**config.mk**
```make
export PLATFORM = sky130hd
export DESIGN_NAME = wash_ctrl_param
export DESIGN_NICKNAME = d
export VERILOG_FILES = /design/src/rtl/wash_ctrl_param.sv
export SDC_FILE = /design/constraint.sdc
export NUM_CORES = 1
export LEC_CHECK = 0
export ABC_CLOCK_PERIOD_IN_PS = 6310
export BUFFER_PORTS_ARGS = -buffer_cell sky130_fd_sc_hd__buf_4
export CORE_UTILIZATION = 50
export CTS_CLUSTER_SIZE = 40
export DETAILED_ROUTE_END_ITERATION = 8
export PLACE_DENSITY = 0.69
export SLEW_MARGIN = 20
export SYNTH_ARGS = -nofsm -noshare
export SYNTH_HDL_FRONTEND = slang
export SYNTH_SLANG_ARGS = --single-unit
```
**constraint.sdc**
```tcl
create_clock -name clk -period 6.31 [get_ports clk]
set_input_delay 0.3155 -clock clk [delete_from_list [all_inputs] [get_ports clk]]
set_output_delay 0.3155 -clock clk [all_outputs]
set_load 0.02 [all_outputs]
```
**src/rtl/wash_ctrl_param.sv**
```systemverilog
// Washing-machine sequencer: OFF/IDLE/FILL/WASH/RDRAIN/RINSE/DRAIN/SPIN/DONE/FAULT with pause and fill timeout.
// Button actions land 1 cycle after the registered edge; no backpressure, pause freezes timers and drives.
module wash_ctrl_param #(
    parameter int TICK_DIV = 4,
    parameter int TW       = 6,
    parameter int PW       = 5,
    parameter int WASH_T   = 6,
    parameter int RINSE_T  = 4,
    parameter int DRAIN_T  = 2,
    parameter int SPIN_T   = 3,
    parameter int RINSES   = 2,
    parameter int FILL_TO  = 20
) (
    input  logic          clk,
    input  logic          rst,
    input  logic          power,
    input  logic          mod,
    input  logic          ss,
    input  logic          water,
    output logic [1:0]    mode_o,
    output logic [TW-1:0] tt,
    output logic [PW-1:0] tm,
    output logic          li,
    output logic          lo,
    output logic          lw,
    output logic          lr,
    output logic          lsp,
    output logic          p,
    output logic          s,
    output logic          ld,
    output logic          fault
);

    localparam int DW   = (TICK_DIV > 1) ? $clog2(TICK_DIV) : 1;
    localparam int FW   = $clog2(FILL_TO + 1);
    localparam int RW   = $clog2(RINSES + 1);
    localparam int LOOP = RINSES * (RINSE_T + DRAIN_T);
    localparam int TOT0 = WASH_T + DRAIN_T + LOOP + SPIN_T;
    localparam int TOT1 = WASH_T + DRAIN_T + SPIN_T;
    localparam int TOT2 = LOOP + SPIN_T;
    localparam int TOT3 = SPIN_T;

    typedef enum logic [3:0] {
        ST_OFF, ST_IDLE, ST_FILL, ST_WASH, ST_RDRAIN,
        ST_RINSE, ST_DRAIN, ST_SPIN, ST_DONE, ST_FAULT
    } state_t;

    state_t          r_state, w_state_nxt;
    logic [1:0]      r_mode, w_mode_nxt;
    logic [TW-1:0]   r_tt, w_tt_nxt;
    logic [PW-1:0]   r_tm, w_tm_nxt;
    logic [DW-1:0]   r_div, w_div_nxt;
    logic [FW-1:0]   r_fill, w_fill_nxt;
    logic [RW-1:0]   r_rinse, w_rinse_nxt;
    logic            r_paused, w_paused_nxt;
    logic            r_wdone, w_wdone_nxt;
    logic            r_pw_d, r_md_d, r_ss_d;
    logic            r_pw_e, r_md_e, r_ss_e;
    logic            w_run, w_tick, w_act;

    function automatic logic [PW-1:0] phase_len(input state_t st);
        case (st)
            ST_WASH:            phase_len = PW'(WASH_T);
            ST_RINSE:           phase_len = PW'(RINSE_T);
            ST_RDRAIN, ST_DRAIN: phase_len = PW'(DRAIN_T);
            ST_SPIN:            phase_len = PW'(SPIN_T);
            default:            phase_len = '0;
        endcase
    endfunction

    function automatic logic is_run(input state_t st);
        is_run = (st >= ST_FILL) && (st <= ST_SPIN);
    endfunction

    assign w_run  = is_run(r_state);
    assign w_act  = w_run && !r_paused;
    assign w_tick = w_act && (r_div == DW'(TICK_DIV - 1));

    // Edge pulses are registered, so every button action lands one cycle after its edge is sampled.
    always_ff @(posedge clk) begin
        if (rst) begin
            r_pw_d <= 1'b0; r_md_d <= 1'b0; r_ss_d <= 1'b0;
            r_pw_e <= 1'b0; r_md_e <= 1'b0; r_ss_e <= 1'b0;
        end else begin
            r_pw_d <= power; r_md_d <= mod; r_ss_d <= ss;
            r_pw_e <= power & ~r_pw_d;
            r_md_e <= mod & ~r_md_d;
            r_ss_e <= ss & ~r_ss_d;
        end
    end

    always_ff @(posedge clk) begin
        if (rst) begin
            r_state  <= ST_OFF;
            r_mode   <= 2'd0;
            r_tt     <= '0;
            r_tm     <= '0;
            r_div    <= '0;
            r_fill   <= '0;
            r_rinse  <= '0;
            r_paused <= 1'b0;
            r_wdone  <= 1'b0;
        end else begin
            r_state  <= w_state_nxt;
            r_mode   <= w_mode_nxt;
            r_tt     <= w_tt_nxt;
            r_tm     <= w_tm_nxt;
            r_div    <= w_div_nxt;
            r_fill   <= w_fill_nxt;
            r_rinse  <= w_rinse_nxt;
            r_paused <= w_paused_nxt;
            r_wdone  <= w_wdone_nxt;
        end
    end

    always_comb begin
        w_state_nxt  = r_state;
        w_mode_nxt   = r_mode;
        w_tt_nxt     = r_tt;
        w_tm_nxt     = r_tm;
        w_div_nxt    = r_div;
        w_fill_nxt   = r_fill;
        w_rinse_nxt  = r_rinse;
        w_paused_nxt = r_paused;
        w_wdone_nxt  = r_wdone;

        if (w_act) begin
            w_div_nxt = w_tick ? '0 : r_div + DW'(1);
            if (w_tick) begin
                if (r_state == ST_FILL) begin
                    w_fill_nxt = r_fill + FW'(1);
                end else begin
                    if (r_tm != '0) w_tm_nxt = r_tm - PW'(1);
                    if (r_tt != '0) w_tt_nxt = r_tt - TW'(1);
                end
            end
        end

        if (r_pw_e) begin
            if (r_state == ST_OFF) begin
                w_state_nxt = ST_IDLE;
            end else begin
                w_state_nxt = ST_OFF;
                w_tt_nxt    = '0;
            end
        end else begin
            if (w_run && r_ss_e) w_paused_nxt = !r_paused;
            case (r_state)
                ST_IDLE: begin
                    if (r_ss_e) begin
                        w_rinse_nxt = '0;
                        w_wdone_nxt = 1'b0;
                        case (r_mode)
                            2'd0:    w_tt_nxt = TW'(TOT0);
                            2'd1:    w_tt_nxt = TW'(TOT1);
                            2'd2:    w_tt_nxt = TW'(TOT2);
                            default: w_tt_nxt = TW'(TOT3);
                        endcase
                        w_state_nxt = (r_mode == 2'd3) ? ST_SPIN : ST_FILL;
                    end else if (r_md_e) begin
                        w_mode_nxt = r_mode + 2'd1;
                    end
                end
                ST_FILL: begin
                    if (!r_paused) begin
                        if (water)
                            w_state_nxt = (r_mode <= 2'd1 && !r_wdone) ? ST_WASH : ST_RINSE;
                        else if (w_tick && r_fill == FW'(FILL_TO - 1))
                            w_state_nxt = ST_FAULT;
                    end
                end
                ST_WASH: if (w_tick && r_tm == PW'(1)) begin
                    w_wdone_nxt = 1'b1;
                    w_state_nxt = ST_RDRAIN;
                end
                ST_RDRAIN: if (w_tick && r_tm == PW'(1))
                    w_state_nxt = (r_mode == 2'd1) ? ST_SPIN : ST_FILL;
                ST_RINSE: if (w_tick && r_tm == PW'(1))
                    w_state_nxt = ST_DRAIN;
                ST_DRAIN: if (w_tick && r_tm == PW'(1)) begin
                    w_rinse_nxt = r_rinse + RW'(1);
                    w_state_nxt = (int'(r_rinse) + 1 >= RINSES) ? ST_SPIN : ST_FILL;
                end
                ST_SPIN: if (w_tick && r_tm == PW'(1))
                    w_state_nxt = ST_DONE;
                ST_DONE: if (r_ss_e || r_md_e)
                    w_state_nxt = ST_IDLE;
                default: ;
            endcase
        end

        // Every state entry restarts the tick phase and loads the new phase length.
        if (w_state_nxt != r_state) begin
            w_div_nxt  = '0;
            w_fill_nxt = '0;
            w_tm_nxt   = phase_len(w_state_nxt);
            if (!is_run(w_state_nxt)) w_paused_nxt = 1'b0;
            if (w_state_nxt == ST_DONE) w_tt_nxt = '0;
        end
    end

    assign mode_o = r_mode;
    assign tt     = r_tt;
    assign tm     = r_tm;
    assign li     = (r_state == ST_FILL) && !r_paused;
    assign lw     = (r_state == ST_WASH) && !r_paused;
    assign lr     = (r_state == ST_RINSE) && !r_paused;
    assign lsp    = (r_state == ST_SPIN) && !r_paused;
    assign lo     = (r_state == ST_RDRAIN || r_state == ST_DRAIN || r_state == ST_SPIN) && !r_paused;
    assign p      = (r_state != ST_OFF);
    assign s      = w_act;
    assign ld     = (r_state == ST_DONE);
    assign fault  = (r_state == ST_FAULT);

endmodule

```
* Word level (Yosys, flattened, before mapping)
Cells that the tools add are included.
W data, S select, Z words.
** Operators by class
- $add $sub $neg :: 7
- $lt $le $gt $ge :: 6
- Equal/unequal tests :: 26
- Mux-type cells :: 45
- Bitwise logic cells :: 8
- Reductions and logical operators :: 35
** Operator list (number)
- $mux W6 :: 10
- $mux W4 :: 11
- $eq A4 B3 Y1 const B :: 8
- $pmux W4 S8 :: 1
- $mux W5 :: 5
- $reduce_and A4 Y1 :: 4
- $pmux W5 S3 :: 1
- $logic_and A1 B1 Y1 :: 13
- $eq A4 B2 Y1 const B :: 3
- $eq A4 B4 Y1 const B :: 3
- $mux W3 :: 4
- $pmux W3 S4 :: 1
- $reduce_bool A2 Y1 :: 5
- $ge A4 B2 Y1 const B :: 2
- $le A4 B3 Y1 const B :: 2
- $ne A2 B2 Y1 const B :: 4
- $mux W1 :: 7
- $add A2 B1 Y2 const B :: 3
- $eq A2 B2 Y1 const B :: 3
- $mux W2 :: 3
- $reduce_bool A6 Y1 :: 1
- $sub A6 B1 Y6 const B :: 1
- $add A5 B1 Y5 const B :: 1
- $eq A5 B1 Y1 const B :: 1
- 20 further kinds :: 30
** Word-level totals
- Flip-flop bits (word level) :: 34
- Input port bits :: 6
- Output and inout bits :: 22
- Logic and storage cells :: 142

* Depth between registers and ports, before layout
Gate-level depths: netlist (run 1).
- Word-level depth :: 14
- Depth in mapped cells :: 10
- Mapped depth without buffers :: 9

* Least setup slack after synthesis (run 1)
OpenSTA, ideal clock, no wires.
- Path type :: register to register
- From :: register r_tm[1] (netlist: tm[1])
- To :: register r_tm[4] (netlist: tm[4])
- Library setup time :: 0.088 ns
- Arrival :: 2.121 ns
- Data required time :: 6.222 ns
- Slack :: 4.100 ns
- Cell stages (with the launch flop) :: 11
- Path through :: dfxtp_1 inv_1 ha_1 nor4b_4 and4_4 buf_6 a31o_1 o22ai_2 and3_4 nand3_4 a311oi_2
** Between the ends
- Cells in the longest elaborated chain, start to end :: 8
- Elaborated cells on any way between the ends :: 22
- Those cells by class :: add/sub (1); eq/ne (3); mux (12); reduce/logical (6)
** RTL lines
- start: declaration :: line 51 : logic [PW-1:0] r_tm, w_tm_nxt;
- start signal: assignment :: line 107 : r_tm <= w_tm_nxt;
- $eq A5 B1 Y1
- $logic_and A1 B1 Y1
- $mux W4 (on tied branches)
- $pmux W4 S8 :: line 148 : case (r_state)
- $mux W4 :: line 139 : if (r_pw_e) begin
- $ne A4 B4 Y1 :: line 193 : if (w_state_nxt != r_state) begin
- $ne A2 B2 Y1 (no source line) or $reduce_bool A2 Y1 (tied branches)
- $reduce_and A4 Y1 (no source line)
Several ways; a longest one is shown, not always the timed one. The select of a mux whose other input is x is not followed.
A chain may end at the register's enable or synchronous reset.

* Final worst setup path (run 1)
- From :: register r_state[3]
- To :: register r_tm[4] (netlist: tm[4])
** Between the ends
- Cells in the longest elaborated chain, start to end :: 13
- Elaborated cells on any way between the ends :: 36
- Those cells by class :: order compare (2); eq/ne (10); mux (14); reduce/logical (10)
** RTL lines
- start: declaration :: line 48 : state_t r_state, w_state_nxt;
- start signal: assignment :: line 104 : r_state <= w_state_nxt;
- $ge A4 B2 Y1 or $le A4 B3 Y1 (tied branches) :: line 72 : is_run = (st >= ST_FILL) && (st <= ST_SPIN);
- $logic_and A1 B1 Y1 :: line 72
- $logic_and A1 B1 Y1 :: line 76 : assign w_act = w_run && !r_paused;
- $logic_and A1 B1 Y1 :: line 77 : assign w_tick = w_act && (r_div == DW'(TICK_DIV - 1));
- $logic_and A1 B1 Y1 :: line 168 : else if (w_tick && r_fill == FW'(FILL_TO - 1))
- $mux W4 :: line 168
- $mux W4 :: line 166 : if (water)
- $mux W4 :: line 165 : if (!r_paused) begin
- $pmux W4 S8 :: line 148
- $mux W4 :: line 139
- $ne A4 B4 Y1 :: line 193
- $ne A2 B2 Y1 (no source line) or $reduce_bool A2 Y1 (tied branches)
- $reduce_and A4 Y1 (no source line)
Several ways; a longest one is shown, not always the timed one.

==> results of run 1 <==
-- power breakdown --
part | leakage, nW | switching [W] | internal (W) | total (W)
logic | 0.602 | 0.0000283 | 0.0000179 | 0.0000463
clock network | 0.0472 | 0.0000814 | 0.0000877 | 0.000169
registers | 0.276 | 0.00000760 | 0.000218 | 0.000226
-- cell usage in the layout (no fill, tap or decap), types with 5 or more instances in the layout --
cell type  netlist  routed
inv_1           15      15
nand2_1         19      19
nand3_1         10      10
clkbuf_8         0       6
buf_4            0      27
o21ai_0          7       7
nor3_1          13      13
o211ai_1         7       7
nor2_1          32      32
dfxtp_1         34      34
ha_1            11      11
xor2_1           5       5
nor2b_1         13      13
a21oi_1         10      10
xnor2_1          7       7
-- final timing paths --
path	from	end	slack (ns)	cells past startpoint
min	mod	r_md_d$_SDFF_PP0_	0.27	2
max reg2reg	r_state[3]$_SDFF_PP0_	tm[4]$_SDFFE_PP0P_	3.81	7
min reg2reg	r_md_d$_SDFF_PP0_	r_md_e$_SDFF_PP0_	0.38	1
max	r_state[3]$_SDFF_PP0_	tm[4]$_SDFFE_PP0P_	3.81	7
-- through the flow --
| step | cell area, um2 | util [%] | instances | worst slack [ns] | hold slack [ns] |
|---|---|---|---|---|---|
| after detailed placement | 2379 | 58.21 | 328 | 3.878 | 0.3762 |
| after global routing | 2474 | 60.53 | 336 | 3.656 | 0.2904 |
| after global placement | 2379 | 58.21 | 328 | 3.906 | 0.3696 |
| after floorplan | 2180 | - | 263 | 4.100 | 0.3674 |
| final | 2474 | 60.53 | 336 | 3.812 | 0.2724 |
| after CTS | 2474 | 60.53 | 336 | 3.862 | 0.2638 |
-- cell type report --
class	count	area, um2
fillers	404	1613
multi-input cells	202	1376
flip-flops and latches	34	680.7
repair buffers	27	202.7
clock buffers	6	82.58
well taps	50	62.56
inverters	15	56.30
clock inverters	2	12.51
-- per-layer routing --
layer,vias to the layer above,GRT usage (%),share of wire [%]
met5,-,0,0
met4,0,9.115,1.0
met3,7,6.000,6.5
met2,77,37.38,46
met1,909,31.19,47
li1,985,-,-
-- sequential cells by signal, indices dropped and copies added, names as in the netlist --
signal and cells:
r_md_e 1, r_rinse 2, r_ss_e 1, r_pw_e 1
r_fill 5, r_paused 1, tm 5, r_wdone 1
mode_o 2, tt 6, r_state 4, r_pw_d 1
r_ss_d 1, r_md_d 1, r_div 2
-- worst max-delay path: cells and delay by family (launching register included) --
family	cells	cell delay (ns)
flip-flops	1	0.74
AND/OR/NAND/NOR	4	0.90
AO/OA/AOI/OAI	3	0.77
-- logic make-up after synthesis --
family	count (synthesis)	share of synthesized area [%]
AO/OA/AOI/OAI	53	17.85
XOR/XNOR	12	4.822
adder cells (fa/ha/maj)	11	6.314
buffers and inverters	27	5.625
flip-flops	34	31.23
multiplexers	5	2.354
AND/OR/NAND/NOR	121	31.80
==> flow_metrics.env, run 1 <==
export IMPL_outcome="complete, no violations"
export IMPL_fp_coreArea_um2=4086
export IMPL_finalSetupViolCount=0
export IMPL_total_power_w=0.0004413
export IMPL_yosysMostFrequentCell="dfxtp_1"
export IMPL_antenna_found_initial=0
export IMPL_io_pins=28
export IMPL_p_leak_nw=0.9248
export IMPL_drt_pass1_iterations=4
export IMPL_fin_nets=302
export IMPL_grt_max_degree=21
export IMPL_fin_crit_ns=2.498
export IMPL_gp_congestion=0.9306
export IMPL_avgSynthCellArea_um2=8.287
export IMPL_p_per_area_nw_per_um2=178.4
export IMPL_numCtsBuffers=5
export IMPL_dp_hpwl_um=3739
export IMPL_synth_nets=280
export IMPL_clock_path_buffers=2
export IMPL_die_x_um=68.03
export IMPL_cap_violations=0
export IMPL_required_ns=6.52
export IMPL_ys_types=59
export IMPL_cts_sinks=34
export IMPL_cts_tree="done"
export IMPL_synth_seq_cells=34
export IMPL_yosysWarnings=0
export IMPL_synth_cells=263
export IMPL_peakVddDrop_mv=0.1773
export IMPL_crit_top_cell="nor2_1"
export IMPL_vias=1978
export IMPL_grt_ovfl_total=0
export IMPL_tightest_slew_ns=0.6698
export IMPL_die_h_um=68.03
export IMPL_vias_per_cell=5.887
export IMPL_core_rowCount=23
export IMPL_grt_pass1_vias=1771
export IMPL_clk_pin_slew_ns=0.07
export IMPL_antennaDiodeCount=0
export IMPL_cts_root_buf="clkbuf_8"
export IMPL_drive_gt1_share_pct=17.13
export IMPL_crit_chain="o21ba_1, and4_4, o31ai_1, nor2_1, nor2_1, nand3_4, a311oi_2"
export IMPL_die_area_um2=4627
export IMPL_synth_enable_flop_cells=0
export IMPL_cp_max_fo=20
export IMPL_yosys_top_cells_count="dfxtp_1 (34), nor2_1 (32), nand2_1 (19), inv_1 (15)"
export IMPL_critPathSlowestCell="dfxtp_1"
export IMPL_hold_viol=0
export IMPL_path_class="reg2reg"
export IMPL_grtUsageTotal_pct=23.88
export IMPL_worst_setup_path_start_kind="register"
export IMPL_timing_final_crit_share_pct=39.58
export IMPL_areaGrowthSynthToFinish_pct=13.49
export IMPL_synthTopCellsByArea="dfxtp_1 (31%), ha_1 (6.3%), nor2_1 (5.5%)"
export IMPL_fin_tns_setup_ns=0
export IMPL_cts_resized=0
export IMPL_ant_nets=0
export IMPL_ctsHoldBuffers=0
export IMPL_synthesis_area_um2=2180
export IMPL_relSlewSlack_pct=55.28
export IMPL_cts_max_level=2
export IMPL_drc_errors=0
export IMPL_grt_setup_unrepaired="false"
export IMPL_synth_top_area_cell="dfxtp_1"
export IMPL_clock_latency_ns=0.29
export IMPL_slew_violations=0
export IMPL_cts_setup_buffers=0
export IMPL_synth_flop_cell="dfxtp_1"
export IMPL_endpoint_kind="register"
export IMPL_wirelength_um=4955
export IMPL_start_util_pct=53.34
export IMPL_arrival_ns=2.71
export IMPL_dr_first_iter_drc_count=182
export IMPL_synth_seq_area_share_pct=31.23
export IMPL_io_buffers=27
export IMPL_timing_fmax_ghz=0.4004
export IMPL_fin_skew_ns=0.007094
export IMPL_post_drt_wl_per_cell_um=14.75
export IMPL_yosysTopAreaCellShare_pct=31.23
export IMPL_async_reset_ff_share_pct=0
export IMPL_crit_path_max_incr_delay_ns=0.74
export IMPL_holdCritPathClass="in2reg"
export IMPL_grt_pass1_wl_um=8273
No activity file was read; power rests on OpenSTA's default activity.
==> inputs of run 2 (changes only) <==
ABC_CLOCK_PERIOD_IN_PS = 2300   (was 6310)
clock period = 2.3 ns   (was 6.31 ns; I/O delays follow)
==> flow_metrics.env, run 2 (same netlist as run 1, synthesis figures left out) <==
export IMPL_areaGrowthSynthToFinish_pct=19.69
export IMPL_worst_setup_path_start_kind="register"
export IMPL_crit_family="simple AND/OR/NAND/NOR gates"
export IMPL_cts_setup_buffers=0
export IMPL_fin_tns_setup_ns=0
export IMPL_final_cell_mix="buf_4 (42), dfxtp_1 (32), nor2_1 (31)"
export IMPL_core_rowCount=23
export IMPL_cts_max_level=2
export IMPL_total_power_w=0.001318
export IMPL_largest_register_ffs=6
export IMPL_timing_fmax_ghz=0.4626
export IMPL_place_area_um2=2491
export IMPL_clock_path_buffers=2
export IMPL_ant_nets=0
export IMPL_grt_pass1_wl_um=8466
export IMPL_outcome="complete, no violations"
export IMPL_die_h_um=68.03
export IMPL_hold_viol=0
export IMPL_antennaDiodeCount=0
export IMPL_p_leak_nw=1.016
export IMPL_endpoint_kind="register"
export IMPL_grt_ovfl_total=0
export IMPL_drt_pass1_iterations=4
export IMPL_die_area_um2=4627
export IMPL_die_x_um=68.03
export IMPL_fin_area_um2=2609
export IMPL_fin_nets=317
export IMPL_numCtsBuffers=5
export IMPL_final_common_cell="buf_4"
export IMPL_gp_congestion=0.9454
export IMPL_crit_path_max_incr_delay_ns=0.37
export IMPL_r2r_slack_ns=0.14
export IMPL_cp_max_fo=10
export IMPL_fin_crit_ns=2.162
export IMPL_clk_pin_slew_ns=0.08
export IMPL_hold_ws_ns=0.06724
export IMPL_fp_coreArea_um2=4086
export IMPL_io_buffers=27
export IMPL_finalSetupViolCount=0
export IMPL_vias=2030
export IMPL_fillers=372
export IMPL_cap_violations=0
export IMPL_worst_slack_ns=0.1383
export IMPL_grt_setup_unrepaired="true"
export IMPL_arrival_ns=2.36
export IMPL_vias_per_cell=5.800
export IMPL_dr_first_iter_drc_count=168
export IMPL_tightest_slew_ns=0.4654
export IMPL_grtUsageTotal_pct=24.53
export IMPL_grt_max_degree=18
export IMPL_ctsHoldBuffers=0
export IMPL_grt_pass1_vias=1800
export IMPL_cts_tree="done"
export IMPL_path_class="reg2reg"
export IMPL_slew_violations=0
export IMPL_antenna_found_initial=0
export IMPL_cts_root_buf="clkbuf_8"
export IMPL_relSlewSlack_pct=68.68
export IMPL_required_ns=2.50
export IMPL_cts_sinks=34
export IMPL_fin_skew_ns=0.008557
export IMPL_crit_chain="inv_1, ha_1, nor4b_4, and4_4, a31o_1, o22ai_2, and3_4, nand3_4, a311oi_2"
export IMPL_p_per_area_nw_per_um2=505.4
export IMPL_wirelength_um=5223
export IMPL_io_pins=28
export IMPL_drc_errors=0
export IMPL_cts_resized=0
export IMPL_peakVddDrop_mv=0.3945
export IMPL_critPathSlowestCell="dfxtp_1"
export IMPL_drive_gt1_share_pct=22.00
export IMPL_timing_final_crit_share_pct=93.99
export IMPL_start_util_pct=53.34
export IMPL_place_ws_ns=0.05142
export IMPL_clock_latency_ns=0.29
export IMPL_dp_hpwl_um=3982
export IMPL_holdCritPathClass="in2reg"
export IMPL_worstPathBufferInverterCount=1
export IMPL_post_drt_wl_per_cell_um=14.92
run 2: worst register-to-register path, cell delays in order (launching register included):
cell      delay, ns
dfxtp_1        0.37
inv_1          0.08
ha_1           0.18
nor4b_4        0.13
and4_4         0.24
a31o_1         0.24
o22ai_2        0.19
and3_4         0.24
nand3_4        0.13
a311oi_2       0.28
run 2: layer usage:
| layer | part of all wire, % | track usage, % | up-vias |
|---|---|---|---|
| met2 | 44 | 36.64 | 92 |
| li1 | - | - | 1010 |
| met3 | 6.9 | 5.500 | 8 |
| met5 | 0 | 0 | - |
| met4 | 1.4 | 9.115 | 0 |
| met1 | 48 | 34.00 | 920 |
run 2: metrics by stage:
step | util, % | instances
3_5_place_dp | 60.96 | 343
3_3_place_gp | 60.96 | 343
4_1_cts | 63.72 | 350
2_1_floorplan | - | 263
6_report | 63.84 | 350
5_1_grt | 63.84 | 350
run 2: final timing paths:
| kind | to | cells after the start | from |
|---|---|---|---|
| hold reg to reg | r_md_e$_SDFF_PP0_ | 1 | r_md_d$_SDFF_PP0_ |
| setup reg to reg | tm[4]$_SDFFE_PP0P_ | 9 | tm[1]$_SDFFE_PP0P_ |
| setup / recovery | tm[4]$_SDFFE_PP0P_ | 9 | tm[1]$_SDFFE_PP0P_ |
| hold / removal | r_pw_d$_SDFF_PP0_ | 2 | power |
run 2: cell type report:
class	count	area, um2	share of cell area [%]
Clock buffer	6	82.58	3.165
Clock inverter	1	30.03	1.151
Inverter	15	56.30	2.158
Multi-Input combinational cell	202	1379	52.85
Sequential cell	34	683.2	26.19
Tap cell	50	62.56	2.398
Timing Repair Buffer	42	315.3	12.09
run 2: where the power goes:
group	switching [W]	internal, W
Sequential	0.0000175	0.000599
Combinational	0.0000834	0.0000543
Clock	0.000217	0.000347
Total	0.000318	0.00100
